## src/rtl/mcu_dbg_responder.sv

```systemverilog
// ---------------------------------------------------------------------------
// mcu_dbg_responder
//
// MCU-side endpoint of the debugger command interface. It takes single-cycle
// command strobes from the debug controller and drives the core's halt,
// reset, register-file and data-memory debug ports. Completion is signalled
// by mcu_busy falling. Read results land in dbg_rdata.
//
// Parameters:
//   RESET_CYCLES  cycles core_reset stays high for a reset command (>=1)
//   MEM_TIMEOUT   cycles to wait for dmem_ready before aborting
//                 (only used when DBG_MEM_TIMEOUT_EN is defined)
//
// Optional build macro:
//   DBG_MEM_TIMEOUT_EN  when defined, a memory access with no dmem_ready
//                       after MEM_TIMEOUT cycles is aborted with dbg_err=1.
//                       When undefined, memory accesses wait indefinitely.
//
// Ports:
//   clk, rst_n                     clock, asynchronous active-low reset
//   dbg_valid                      command strobe
//   dbg_pause/resume/reset         run-control command bits
//   dbg_reg_rd/reg_wr/mem_rd/mem_wr access command bits
//   dbg_mem_be                     4'hF = word access, one-hot = byte access
//   dbg_addr, dbg_wdata            address / register index, write data
//   mcu_busy, dbg_rdata, dbg_err   status and read result
//   dbg_pc                         core_pc captured when the halt completes
//   core_halt_req, core_reset      run control towards the core
//   core_halted, core_pc           status from the core
//   rf_addr/rf_wdata/rf_we/rf_rdata register-file debug port
//   dmem_addr/wdata/be/re/we       data-memory debug port (request)
//   dmem_rdata, dmem_ready         data-memory debug port (response)
// ---------------------------------------------------------------------------
module mcu_dbg_responder #(
  parameter int RESET_CYCLES = 4,
  parameter int MEM_TIMEOUT  = 255
) (
  input  logic        clk,
  input  logic        rst_n,
  input  logic        dbg_valid,
  input  logic        dbg_pause,
  input  logic        dbg_resume,
  input  logic        dbg_reset,
  input  logic        dbg_reg_rd,
  input  logic        dbg_reg_wr,
  input  logic        dbg_mem_rd,
  input  logic        dbg_mem_wr,
  input  logic [3:0]  dbg_mem_be,
  input  logic [31:0] dbg_addr,
  input  logic [31:0] dbg_wdata,
  output logic        mcu_busy,
  output logic [31:0] dbg_rdata,
  output logic        dbg_err,
  output logic [31:0] dbg_pc,
  output logic        core_halt_req,
  input  logic        core_halted,
  output logic        core_reset,
  input  logic [31:0] core_pc,
  output logic [4:0]  rf_addr,
  output logic [31:0] rf_wdata,
  output logic        rf_we,
  input  logic [31:0] rf_rdata,
  output logic [31:0] dmem_addr,
  output logic [31:0] dmem_wdata,
  output logic [3:0]  dmem_be,
  output logic        dmem_re,
  output logic        dmem_we,
  input  logic [31:0] dmem_rdata,
  input  logic        dmem_ready
);

  localparam logic [2:0] S_IDLE   = 3'd0;
  localparam logic [2:0] S_HALT   = 3'd1;
  localparam logic [2:0] S_RESUME = 3'd2;
  localparam logic [2:0] S_RESET  = 3'd3;
  localparam logic [2:0] S_REG    = 3'd4;
  localparam logic [2:0] S_MEM    = 3'd5;
  localparam logic [2:0] S_ERR    = 3'd6;

  // The counter only has to hold RESET_CYCLES-1; with the timeout enabled it
  // also counts memory wait cycles and is at least 8 bits wide.
  localparam int RST_W = (RESET_CYCLES > 1) ? $clog2(RESET_CYCLES) : 1;
`ifdef DBG_MEM_TIMEOUT_EN
  localparam int TO_RAW = $clog2(MEM_TIMEOUT + 1);
  localparam int TO_W   = (TO_RAW > 8) ? TO_RAW : 8;
  localparam int CNT_W  = (TO_W > RST_W) ? TO_W : RST_W;
`else
  localparam int CNT_W  = RST_W;
`endif

  logic [2:0]       state;
  logic [CNT_W-1:0] cnt;
  logic             halted;
  logic             op_write;
  logic             op_byte;
  logic [1:0]       lane;
  logic             cmd_any;
  logic [7:0]       lane_byte;

  // A strobe with no command bit set is not a command at all and is dropped.
  always_comb begin
    cmd_any = dbg_pause | dbg_resume | dbg_reset | dbg_reg_rd | dbg_reg_wr |
              dbg_mem_rd | dbg_mem_wr;
  end

  // Byte lane picked by the address latched at acceptance, used to build the
  // zero-extended result of a byte read.
  always_comb begin
    lane_byte = dmem_rdata[7:0];
    case (lane)
      2'd1:    lane_byte = dmem_rdata[15:8];
      2'd2:    lane_byte = dmem_rdata[23:16];
      2'd3:    lane_byte = dmem_rdata[31:24];
      default: lane_byte = dmem_rdata[7:0];
    endcase
  end

  // Main command FSM. Everything the command needs is captured on the
  // acceptance edge, so the controller is free to change its inputs while
  // we are busy. Core-side strobes are registers and so fall asynchronously
  // with rst_n. core_halt_req and the halted flag are deliberately left alone
  // by the reset command so a halted core comes out of reset still halted.
  always_ff @(posedge clk or negedge rst_n) begin
    if (!rst_n) begin
      state         <= S_IDLE;
      cnt           <= '0;
      halted        <= 1'b0;
      op_write      <= 1'b0;
      op_byte       <= 1'b0;
      lane          <= 2'd0;
      mcu_busy      <= 1'b0;
      dbg_rdata     <= 32'h0;
      dbg_err       <= 1'b0;
      dbg_pc        <= 32'h0;
      core_halt_req <= 1'b0;
      core_reset    <= 1'b0;
      rf_addr       <= 5'd0;
      rf_wdata      <= 32'h0;
      rf_we         <= 1'b0;
      dmem_addr     <= 32'h0;
      dmem_wdata    <= 32'h0;
      dmem_be       <= 4'h0;
      dmem_re       <= 1'b0;
      dmem_we       <= 1'b0;
    end else begin
      case (state)
        S_IDLE: begin
          if (dbg_valid && cmd_any) begin
            mcu_busy <= 1'b1;
            dbg_err  <= 1'b0;
            if (dbg_reset) begin
              core_reset <= 1'b1;
              cnt        <= CNT_W'(RESET_CYCLES - 1);
              state      <= S_RESET;
            end else if (dbg_pause) begin
              core_halt_req <= 1'b1;
              state         <= S_HALT;
            end else if (dbg_resume) begin
              state <= S_RESUME;
            end else if (dbg_mem_wr || dbg_mem_rd) begin
              if (!halted) begin
                state <= S_ERR;
              end else begin
                op_write  <= dbg_mem_wr;
                op_byte   <= (dbg_mem_be != 4'hF);
                lane      <= dbg_addr[1:0];
                dmem_addr <= {dbg_addr[31:2], 2'b00};
                if (dbg_mem_be == 4'hF) begin
                  dmem_be    <= 4'hF;
                  dmem_wdata <= dbg_wdata;
                end else begin
                  dmem_be    <= 4'b0001 << dbg_addr[1:0];
                  dmem_wdata <= {4{dbg_wdata[7:0]}};
                end
                dmem_we <= dbg_mem_wr;
                dmem_re <= ~dbg_mem_wr;
                cnt     <= '0;
                state   <= S_MEM;
              end
            end else begin
              if (!halted) begin
                state <= S_ERR;
              end else begin
                op_write <= dbg_reg_wr;
                rf_addr  <= dbg_addr[4:0];
                rf_wdata <= dbg_wdata;
                rf_we    <= dbg_reg_wr && (dbg_addr[4:0] != 5'd0);
                state    <= S_REG;
              end
            end
          end
        end

        S_HALT: begin
          if (core_halted || halted) begin
            dbg_pc   <= core_pc;
            halted   <= 1'b1;
            mcu_busy <= 1'b0;
            state    <= S_IDLE;
          end
        end

        S_RESUME: begin
          core_halt_req <= 1'b0;
          halted        <= 1'b0;
          mcu_busy      <= 1'b0;
          state         <= S_IDLE;
        end

        S_RESET: begin
          if (cnt == '0) begin
            core_reset <= 1'b0;
            mcu_busy   <= 1'b0;
            state      <= S_IDLE;
          end else begin
            cnt <= cnt - 1'b1;
          end
        end

        S_REG: begin
          rf_we <= 1'b0;
          if (!op_write) begin
            dbg_rdata <= rf_rdata;
          end
          mcu_busy <= 1'b0;
          state    <= S_IDLE;
        end

        S_MEM: begin
          if (dmem_ready) begin
            dmem_re <= 1'b0;
            dmem_we <= 1'b0;
            if (!op_write) begin
              dbg_rdata <= op_byte ? {24'h0, lane_byte} : dmem_rdata;
            end
            mcu_busy <= 1'b0;
            state    <= S_IDLE;
          end
`ifdef DBG_MEM_TIMEOUT_EN
          else if (cnt == CNT_W'(MEM_TIMEOUT - 1)) begin
            dmem_re <= 1'b0;
            dmem_we <= 1'b0;
            dbg_err <= 1'b1;
            if (!op_write) begin
              dbg_rdata <= 32'h0;
            end
            mcu_busy <= 1'b0;
            state    <= S_IDLE;
          end else begin
            cnt <= cnt + 1'b1;
          end
`endif
        end

        S_ERR: begin
          dbg_err  <= 1'b1;
          mcu_busy <= 1'b0;
          state    <= S_IDLE;
        end

        default: begin
          mcu_busy <= 1'b0;
          state    <= S_IDLE;
        end
      endcase
    end
  end

endmodule

```

## config.mk

```make
export PLATFORM = sky130hd
export DESIGN_NAME = mcu_dbg_responder
export DESIGN_NICKNAME = d
export VERILOG_FILES = /design/src/rtl/mcu_dbg_responder.sv
export SDC_FILE = /design/constraint.sdc
export NUM_CORES = 1
export LEC_CHECK = 0
export CAP_MARGIN = 20
export CORE_MARGIN = 2
export CORE_UTILIZATION = 34
export CTS_CLUSTER_SIZE = 16
export DETAILED_ROUTE_END_ITERATION = 8
export PLACE_DENSITY = 0.65
export SYNTH_ARGS = -nofsm -noshare
export SYNTH_HDL_FRONTEND = slang
export SYNTH_SLANG_ARGS = --single-unit
```

## constraint.sdc

```tcl
create_clock -name clk -period 2.1 [get_ports clk]
set_clock_uncertainty 0.1 [all_clocks]
set_input_delay 0.315 -clock clk [delete_from_list [all_inputs] [get_ports clk]]
set_output_delay 0.315 -clock clk [all_outputs]
set_load 0.01 [all_outputs]
```

==> flow_summary_export.csv <==
group,metric,value,unit
drt,routed_wl,26.2,mm
final_layout,final_area,0.0128,mm^2
floorplan,core,0.0234,mm^2
power_and_ir_drop,power,16.7,mW
sta,period_minus_slack,1.91,ns
synth,ys_types,44,
place,dp_hpwl,19.7,mm
floorplan,start_util,0.345,
synth,ys.flop_type,"dfrtp_1",
cts,htreeDepth,4,
global_route,grt_pass1_wl,39.4,mm
final_layout,nNetsFinal,1225,
sta,fin_crit_sh,0.909,
job,drv_cap,0,
sta,tightest_slew,0.610,ns
floorplan,die_h,158,um
final_layout,final_cell_mix,"348 x clkdlybuf4s50_1, 184 x dfrtp_1, 92 x a21oi_1",
drt,vias,6658,
cts,ctsRootBufferMaster,"clkbuf_16",
floorplan,die_w,158,um
final_layout,area_growth,58.7,%
drt,drt_iter0_markers,324,
synth,syn_inst,681,
sta,drv_slew,0,
global_route,grt_max_degree,65,
global_route,track_usage,0.208,
drt,viasPerCell,4.82,
power_and_ir_drop,p_leak,5.73,nW
cts,clkSinkCount,184,
synth,ys_ff_latch,184,
floorplan,dieArea,0.0250,mm^2
critical_path,cp.required,2.31,ns
sta,setup_viol,0,
synth,syn_area,0.00807,mm^2
place,routabilityCongestion,0.870,
final_layout,drive_gt1_frac,0.182,
sta,maxSlewHeadroom,0.593,
synth,async_flop_share,1.00,
global_route,grt_pass1_vias,6757,
cts,clk_path_buf_depth,2,
final_layout,diodes,0,
global_route,antenna_found_initial,2,
sta,fin_setup_tns,0,ns
place,place_area,0.0122,mm^2
sta,rsz0062_at_grt,"no",
drt,drtPass1Iterations,4,
critical_path,setup.worst_path.class,"reg2reg",
final_layout,final_util,0.547,
critical_path,arrival,2.12,ns
sta,max_freq,524,MHz
drt,drc,0,
floorplan,row_count,56,
global_route,overflow,0,
cts,cts_resized,0,
synth,ys_warn_count,0,
cts,cts.clk_slew.worst_paths,0.08,ns
synth,ys_seq_area_frac,0.571,
hold_path,holdCritPathClass,"in2async",
drt,wl_per_cell,19.0,um
critical_path,end_kind,"register",
synth,synth_enable_flop_cells,0,
run_status,status,"finished clean",
final_layout,layout_commonest_cell,"clkdlybuf4s50_1",
critical_path,cp-start-kind,"register",
cts,insertion_delay,0.42,ns
synth,syn_avg_cell_area,11.9,um^2
drt,ant_nets,0,
cts,cts_buffers,17,
floorplan,io_pins,352,
sta,hold_viol_final,0,
final_layout,fin_cells,1380,
power_and_ir_drop,peakVddDrop,0.546,mV
critical_path,critPathMaxFanout,25,
place,dp.cells,1347,
cts,post-cts-setup-buffer-count,0,
power_and_ir_drop,powerDensity,1300,mW/mm^2
place,port_buffers,349,
cts,cts_tree,"yes",
cells by family (layout without fill, tap and decap cells):
kind of cell	count (synthesis)	in the layout	share of synthesized area
AND/OR/NAND/NOR	152	152	0.0944
adder cells (fa/ha/maj)	1	1	0.00155
multiplexers	117	117	0.182
other	1	2	0.000465
flip-flops	184	184	0.571
AO/OA/AOI/OAI	167	167	0.115
buffers and inverters	59	438	0.0363
state kept, by name, summed over array words and instances, names as in the netlist, 2 cells and up:
name,cells
dmem_addr,30
dbg_rdata,32
dmem_be,4
dmem_wdata,32
dbg_pc,32
rf_addr,5
state,3
rf_wdata,32
lane,2
cnt,2
synthesized netlist by cell type (2+ instances only):
cell type / number / area (um^2)
nor2b_1: 9 / 56.3
nor3b_1: 7 / 52.6
clkbuf_1: 29 / 109
mux2_2: 63 / 709
buf_4: 2 / 15.0
a31oi_1: 12 / 75.1
buf_6: 7 / 78.8
o32ai_1: 2 / 17.5
nor3_1: 6 / 30.0
nor4b_4: 2 / 47.6
inv_1: 10 / 37.5
or3_1: 2 / 12.5
nand2_1: 49 / 184
nand3_1: 3 / 15.0
mux2_4: 44 / 661
dfrtp_1: 184 / 4600
mux2i_1: 10 / 100
o21ai_0: 43 / 215
buf_2: 9 / 45.0
o221ai_1: 8 / 70.1
and3_1: 25 / 156
nor2_1: 42 / 158
a21oi_1: 92 / 460
power by group:
| part | leakage (nW) | internal [mW] | switching (mW) |
|---|---|---|---|
| sequential | 2.32 | 5.13 | 0.971 |
| combinational | 3.12 | 4.50 | 2.90 |
| clock | 0.285 | 1.60 | 1.59 |
| total | 5.73 | 11.2 | 5.47 |
layer usage:
layer | up-vias | GRT usage | wire length (um)
li1 | 3148 | - | -
met1 | 3226 | 0.245 | 10200
met2 | 262 | 0.358 | 13100
met3 | 20 | 0.0783 | 2550
met4 | 2 | 0.0502 | 349
met5 | - | 0 | 13
repair_timing:
action	4_1_cts	5_1_grt
endpoints found under the setup margin	0	0
endpoints found under the hold margin	53	0
hold buffers	1	0
area by class of cell:
class	instances	area [um^2]
Clock inverter	14	158
Timing Repair Buffer	395	3980
Clock buffer	18	429
Sequential cell	184	4600
Inverter	11	41.3
Multi-Input combinational cell	439	3190
Tap cell	319	399
Fill cell	2088	10600
stage by stage:
step	hold slack (ns)	worst slack, ns
6_report	0.336	0.192
5_1_grt	0.361	0.0637
4_1_cts	0.340	0.208
3_5_place_dp	0.240	-0.157
3_3_place_gp	0.240	-0.157
2_1_floorplan	-0.0806	0.201
worst paths after layout:
kind / from / end / slack [ns] / cells past startpoint
max in group asynchronous: rst_n / rf_wdata[24] / 0.93 / 3
min: rst_n / rf_wdata[26] / 0.34 / 2
min reg2reg: dmem_wdata[21] / dmem_wdata[21] / 0.38 / 2
max: state[2] / rf_wdata[30] / 0.19 / 5
max reg2reg: state[2] / rf_wdata[30] / 0.19 / 5
min in group clk: rf_rdata[4] / dbg_rdata[4] / 0.37 / 3
worst max-delay path, stage by stage, from the launching register on:
cell	delay, ns
dfrtp_1	0.46
nor4b_4	0.33
and2_1	0.25
nand2_2	0.13
buf_12	0.20
mux2_4	0.30
Power figures use the tool's default switching activity.
